<file path="src/rtl/cam_capture_ctrl.sv">
// rtl/cam_capture_ctrl.sv - OV7670 frame capture sequencer (vsync/href alignment, counters)
// Optional geometry checking is compiled in with `define CAP_CHECK_EN.
module cam_capture_ctrl #(
    parameter int AW   = 17,
    parameter int H_PX = 160,
    parameter int V_LN = 120
) (
    input  logic          pclk,
    input  logic          rst,
    input  logic          vsync,
    input  logic          href,
    input  logic          start,
    input  logic          mode,
    input  logic          abort,
    output logic          cap_en,
    output logic          frame_start,
    output logic          busy,
    output logic          done,
    output logic          err,
    output logic [AW-1:0] px_cnt,
    output logic [7:0]    line_cnt,
    output logic [7:0]    frame_cnt
);

    typedef enum logic [1:0] {
        S_IDLE       = 2'd0,
        S_WAIT_VS    = 2'd1,
        S_WAIT_FRAME = 2'd2,
        S_CAPTURE    = 2'd3
    } state_t;

    localparam logic [AW-1:0] PX_MAX = '1;

    state_t          state_q, state_d;
    logic            vsync_q, href_q;
    logic            mode_q, mode_d;
    logic            byte_q, byte_d;
    logic            cap_en_q, cap_en_d;
    logic            frame_start_q, frame_start_d;
    logic            busy_q, busy_d;
    logic            done_q, done_d;
    logic            err_q, err_d;
    logic [AW-1:0]   px_cnt_q, px_cnt_d;
    logic [7:0]      line_cnt_q, line_cnt_d;
    logic [7:0]      frame_cnt_q, frame_cnt_d;
`ifdef CAP_CHECK_EN
    logic [AW-1:0]   line_px_q, line_px_d;
`endif

    logic vs_rise, vs_fall, hr_rise, hr_fall;
    logic start_ok, capturing, frame_end;

    assign vs_rise   = vsync & ~vsync_q;
    assign vs_fall   = ~vsync & vsync_q;
    assign hr_rise   = href & ~href_q;
    assign hr_fall   = ~href & href_q;
    assign start_ok  = (state_q == S_IDLE) && start && !abort;
    assign capturing = (state_q == S_CAPTURE) && !abort;
    assign frame_end = capturing && vs_rise;

    always_ff @(posedge pclk or posedge rst) begin
        if (rst) begin
            state_q       <= S_IDLE;
            vsync_q       <= 1'b0;
            href_q        <= 1'b0;
            mode_q        <= 1'b0;
            byte_q        <= 1'b0;
            cap_en_q      <= 1'b0;
            frame_start_q <= 1'b0;
            busy_q        <= 1'b0;
            done_q        <= 1'b0;
            err_q         <= 1'b0;
            px_cnt_q      <= '0;
            line_cnt_q    <= '0;
            frame_cnt_q   <= '0;
`ifdef CAP_CHECK_EN
            line_px_q     <= '0;
`endif
        end else begin
            state_q       <= state_d;
            vsync_q       <= vsync;
            href_q        <= href;
            mode_q        <= mode_d;
            byte_q        <= byte_d;
            cap_en_q      <= cap_en_d;
            frame_start_q <= frame_start_d;
            busy_q        <= busy_d;
            done_q        <= done_d;
            err_q         <= err_d;
            px_cnt_q      <= px_cnt_d;
            line_cnt_q    <= line_cnt_d;
            frame_cnt_q   <= frame_cnt_d;
`ifdef CAP_CHECK_EN
            line_px_q     <= line_px_d;
`endif
        end
    end

    // Abort outranks every transition, including a start in the same cycle.
    always_comb begin
        state_d = state_q;
        if (abort) begin
            state_d = S_IDLE;
        end else begin
            case (state_q)
                S_IDLE:       if (start)   state_d = S_WAIT_VS;
                S_WAIT_VS:    if (vs_rise) state_d = S_WAIT_FRAME;
                S_WAIT_FRAME: if (vs_fall) state_d = S_CAPTURE;
                S_CAPTURE:    if (vs_rise) state_d = mode_q ? S_WAIT_FRAME : S_IDLE;
                default:      state_d = S_IDLE;
            endcase
        end
    end

    always_comb begin
        mode_d        = mode_q;
        byte_d        = byte_q;
        px_cnt_d      = px_cnt_q;
        line_cnt_d    = line_cnt_q;
        frame_cnt_d   = frame_cnt_q;
        err_d         = err_q;
        cap_en_d      = (state_d == S_CAPTURE);
        busy_d        = (state_d != S_IDLE);
        frame_start_d = (state_q == S_WAIT_FRAME) && (state_d == S_CAPTURE);
        done_d        = frame_end;
`ifdef CAP_CHECK_EN
        line_px_d     = line_px_q;
`endif

        if (hr_fall || frame_start_d) begin
            byte_d = 1'b0;
        end

        // Bytes arrive in pairs; a pixel is counted when its second byte lands.
        if (capturing) begin
            if (href) begin
                byte_d = ~byte_q;
                if (byte_q && px_cnt_q != PX_MAX) begin
                    px_cnt_d = px_cnt_q + 1'b1;
                end
            end
            if (hr_fall && line_cnt_q != 8'hFF) begin
                line_cnt_d = line_cnt_q + 8'd1;
            end
        end

`ifdef CAP_CHECK_EN
        if (hr_rise) begin
            line_px_d = '0;
        end else if (capturing && href && byte_q && line_px_q != PX_MAX) begin
            line_px_d = line_px_q + 1'b1;
        end
        if (capturing && hr_fall && (line_px_q != AW'(H_PX) || byte_q)) begin
            err_d = 1'b1;
        end
        if (frame_end && line_cnt_q != 8'(V_LN)) begin
            err_d = 1'b1;
        end
`else
        err_d = 1'b0;
`endif

        if (frame_end) begin
            frame_cnt_d = frame_cnt_q + 8'd1;
            if (mode_q) begin
                px_cnt_d   = '0;
                line_cnt_d = '0;
            end
        end

        if (start_ok) begin
            mode_d     = mode;
            byte_d     = 1'b0;
            px_cnt_d   = '0;
            line_cnt_d = '0;
            err_d      = 1'b0;
        end
    end

    assign cap_en      = cap_en_q;
    assign frame_start = frame_start_q;
    assign busy        = busy_q;
    assign done        = done_q;
    assign err         = err_q;
    assign px_cnt      = px_cnt_q;
    assign line_cnt    = line_cnt_q;
    assign frame_cnt   = frame_cnt_q;

endmodule

</file>
<file path="config.mk">
export PLATFORM = sky130hd
export DESIGN_NAME = cam_capture_ctrl
export DESIGN_NICKNAME = d
export VERILOG_FILES = /design/src/rtl/cam_capture_ctrl.sv
export SDC_FILE = /design/constraint.sdc
export NUM_CORES = 1
export LEC_CHECK = 0
export ABC_AREA = 1
export CAP_MARGIN = 20
export CORE_MARGIN = 3
export CORE_UTILIZATION = 50
export CTS_CLUSTER_DIAMETER = 100
export DETAILED_ROUTE_END_ITERATION = 16
export PLACE_DENSITY = 0.83
export SKIP_LAST_GASP = 1
export SLEW_MARGIN = 5
export SYNTH_ARGS = -nofsm -noshare
export SYNTH_HDL_FRONTEND = slang
export SYNTH_SLANG_ARGS = --single-unit
</file>
<file path="constraint.sdc">
create_clock -name pclk -period 3 [get_ports pclk]
set_input_delay 0.6 -clock pclk [delete_from_list [all_inputs] [get_ports pclk]]
set_output_delay 0.6 -clock pclk [all_outputs]
set_load 0.005 [all_outputs]
</file>
### After elaboration in Yosys (flattened, before gate mapping)

Cells that the tools add are included.
Widths: inputs -> output; s select.

* logic and storage cells: 61
* flip-flop bits (word level): 43
* output and inout bits: 38

* eq/ne operators: 6
* add/sub/neg operators: 3
* reductions and logical operators: 11
* bitwise gates (word level): 7
* mux-type cells: 22

Operators with widths (number)
* $mux 17: 6
* $mux 8: 5
* $add 17x1->17 const B: 1
* $ne 17x17->1 const B: 1
* $add 8x1->8 const B: 2
* $mux 2: 6
* $ne 8x8->1 const B: 1
* $pmux 2 s4: 1
* $logic_and 1x1->1: 7
* $eq 2x2->1 const B: 3
* $mux 1: 4
* $not 1->1: 4
* $and 1x1->1: 3
* $eq 2x1->1 const B: 1
* $logic_not 2->1: 1
* $reduce_bool 2->1: 1
* $logic_not 1->1: 1
* $logic_or 1x1->1: 1

### Logic depth before layout (Yosys ltp)

* depth after elaboration: 12
* depth in mapped cells: 14

### Least setup slack after synthesis

No wires, ideal clock.

* kind: reg-to-reg
* start: reg px_cnt_q[0], in the netlist px_cnt[0]
* end: reg px_cnt_q[10], in the netlist px_cnt[10]
* slack: 0.989 ns
* arrival: 1.887 ns
* data required time: 2.877 ns
* stages on the path, launching flop included: 14
* clock period less this slack: 2.011 ns
* cell sequence: dfrtp_1 ha_1 nand2_1 inv_1 nand3_1 nor4_1 ha_1 nor2_1 nand3_2 buf_6 nor2_8 inv_2 o21ai_0 a21oi_1

* longest elaborated chain between the ends: 8
* elaborated cells between the ends (all ways): 9

Ends and longest elaborated chain
* start: declaration: line 43 `logic [AW-1:0] px_cnt_q, px_cnt_d;`
* start signal: assignment: line 90 `px_cnt_q <= px_cnt_d;`
* parallel branches: the longest is 2 deep, another holds $add 17x1->17
* $mux 17 (*): line 138 `if (byte_q && px_cnt_q != PX_MAX) begin`
* $mux 17 (*): line 136 `if (href) begin`
* $mux 17 (*): line 135 `if (capturing) begin`
* $mux 17: line 165 `if (mode_q) begin`
* $mux 17 (*): line 163 `if (frame_end) begin`
* $mux 17 (*): line 171 `if (start_ok) begin`
* net px_cnt_d[10]: line 43

Mark *: on every way through the listed nets, which the timed path passes.
A chain may end at the register's enable or synchronous reset.

### Worst setup path in the final report

* start: reg px_cnt_q[0], in the netlist px_cnt[0]
* end: reg px_cnt_q[9], in the netlist px_cnt[9]

The elaborated chain is that of the path after synthesis.

==> out/qor.txt <==
Status -> finished clean
CTS tree -> built
Reg2reg start -> px_cnt[0]
Vias in the first global route -> 1821
P&R area growth vs syn -> 25.8%
Flop pwr share -> 0.577
Clk network pwr share -> 0.360
Fillcell total -> 356
Yosys top cell by area -> dfrtp_1
Share of layout cells above drive strength 1 -> 0.0710
CP startpoint kind -> register
Max VDD drop -> 0.000250 V
Post-synthesis cell type count -> 27
Initial antenna violation count -> 0
Clock buffer count from CTS -> 5
Drt first pass iters -> 5
CTS Sinks -> 43
Maxcap violations -> 0
CTS root buf -> clkbuf_8
Slew Viols, Final -> 0
Gpl congestion -> 0.873
Leakage -> 1.40 nW
Fin. Hold Viols -> 0
CP Capture Type -> register
Vias -> 1859
Synth area leaders -> dfrtp_1, nand2_1, nor2_1, inv_1, nand3_1
Worst Reg-to-Reg Cells -> 11
Mean Syn Cell Area -> 8.02 µm²
Reg clk slew, reported paths -> 0.08 ns
Via density per instance -> 4.97
Antenna Nets Post-Route -> 0
Layout Cells excl Fill -> 374
Worst Hold Class -> register to register
Hold_buf cts -> 0
Inserted Diodes -> 0
Nets@finish -> 335
Drc violations -> 0
Syn nets -> 286
Placed Cells -> 367
Die width -> 72.4 µm
Worst-Margin Slew -> 0.537 ns
Psw -> 0.244 mW
Total GRT Usage -> 0.201
Placement row count -> 23
Die Span Y -> 72.4 µm
CTS max path bufs -> 2
Synth Warn # -> 0
Setup TNS -> 0 ns
Slew HR -> 0.642
Min Tclk post-route -> 2.43 ns
Final Cycle Share -> 0.812
I/O Buffers -> 43
Critical Path AT -> 2.61 ns
I/O pin count -> 45
Synth Cell Area -> 2200 µm²
Synth Register Bits -> 43
Largest net degree at the start of global routing -> 44
Clock Skew -> 0.00718 ns
Internal power -> 0.797 mW
Worst skew pair latency -> 0.30 ns
Post-synth top area share -> 0.488
Net Sw Frac -> 0.235
Hold-critical path endpoint -> frame_cnt[6]
Mapped Cells -> 275
Total gr overflow -> 0
Flop2flop setup slack -> 0.57 ns
Initial Utilization -> 0.536
Die footprint -> 5240 µm²
Max frequency -> 0.411 GHz
Routed WL per cell -> 12.6 µm
Most common cell after layout, fill and taps aside -> nand2_1
Logic pwr share -> 0.063
Post-CTS setup repair buffer count -> 0
# setup viols final -> 0
Core area -> 4120 µm²
Min-delay src -> frame_cnt[6]
Pwr Density -> 375 nW/µm²
Post_cts resized -> 0
Most frequent cells in the layout -> nand2_1, dfrtp_1, clkdlybuf4s50_1
H-tree depth -> 2
Kind of critical path -> register to register
DRT iter0 DRCs -> 149
Global-route wire length before repair -> 8.27 mm
DP HPWL -> 3.48 mm
RSZ-0062 raised after global routing -> false
CP max FO -> 11
Seq/Total Area, Yosys -> 0.488
Post-Route WL -> 4.71 mm
Final Power -> 1.04 mW
Worst Hold Path Cells -> 1
Reg2reg end -> px_cnt[9]
Critical Path RT -> 3.18 ns
==> power by group through the flow <==
stage	logic, mW	registers [mW]	clock network, mW
after global routing	0.0744	0.602	0.407
final	0.0658	0.601	0.374
after detailed placement	0.0665	0.612	0
after global placement	0.0645	0.612	0
after CTS	0.0669	0.601	0.381
after floorplan	0.0378	0.610	0
==> cells in the mapped netlist <==
cell and count:
a21oi_1 9, a21oi_4 1, and3_1 1, buf_4 2, buf_6 1, conb_1 1, dfrtp_1 43, ha_1 4
inv_1 40, inv_2 3, nand2_1 64, nand2_2 2, nand3_1 22, nand3_2 1, nand3b_1 1, nand4_1 2
nor2_1 42, nor2_2 2, nor2_4 3, nor2_8 1, nor3_1 5, nor4_1 1, o21ai_0 10, o21ai_1 1
o21bai_2 1, xnor2_1 4, xor2_1 8
==> registers in the layout, summed over array words and instances (netlist names) <==
signal	count
state_q	2
px_cnt	17
byte_q	1
frame_cnt	8
cap_en	1
line_cnt	8
vsync_q	1
done	1
busy	1
frame_start	1
mode_q	1
href_q	1
==> routing by layer <==
layer  vias up  global-route usage  wire length [µm]
met4         0              0.0881               117
met5         -                   0                 0
li1        945                   -                 -
met3        10              0.0443               177
met1       857               0.272              2190
met2        47               0.312              2230
==> metrics by stage <==
stage	setup WS, ns	utilization	hold slack (ns)	instance area, µm²
global placement	0.624	0.653	0.485	2690
detailed placement	0.596	0.653	0.488	2690
CTS	0.566	0.674	0.499	2770
floorplan	0.989	-	0.484	2200
finish	0.565	0.674	0.500	2770
global route	0.360	0.674	0.535	2770
==> critical path, cell delays in order (launching register included) <==
cell	delay (ns)
dfrtp_1	0.41
ha_1	0.22
nand2_1	0.07
inv_1	0.05
nand3_1	0.24
nor4_1	0.11
ha_1	0.20
nor2_1	0.13
nand3_2	0.32
nor2_4	0.31
xor2_1	0.19
nor2_1	0.06
==> kinds of logic after synthesis <==
group	Yosys count	share of synthesized area
AO/OA/AOI/OAI	22	0.0579
XOR/XNOR	12	0.0477
adder cells (fa/ha/maj)	4	0.0227
buffers and inverters	46	0.0851
flip-flops	43	0.488
other	1	0.00170
AND/OR/NAND/NOR	147	0.297
==> cell type report <==
class                   instances  area (µm²)  share of cell area
repair buffers                 45         445               0.161
clock inverters                 1        5.00             0.00180
flip-flops and latches         43        1080               0.388
well taps                      50        62.6              0.0226
inverters                      43         161              0.0582
multi-input cells             186         941               0.339
clock buffers                   6        82.6              0.0298
==> how the worst max path moves through the flow <==
| stage | to | from | depth (start not counted) |
|---|---|---|---|
| final | px_cnt[9] | px_cnt[0] | 11 |
| after detailed placement | px_cnt[9] | px_cnt[0] | 11 |
| after global routing | px_cnt[9] | px_cnt[0] | 11 |
| after CTS | px_cnt[9] | px_cnt[0] | 11 |
| after global placement | px_cnt[15] | px_cnt[0] | 12 |
| after floorplan | px_cnt[10] | px_cnt[0] | 13 |
Power figures use the tool's default switching activity.
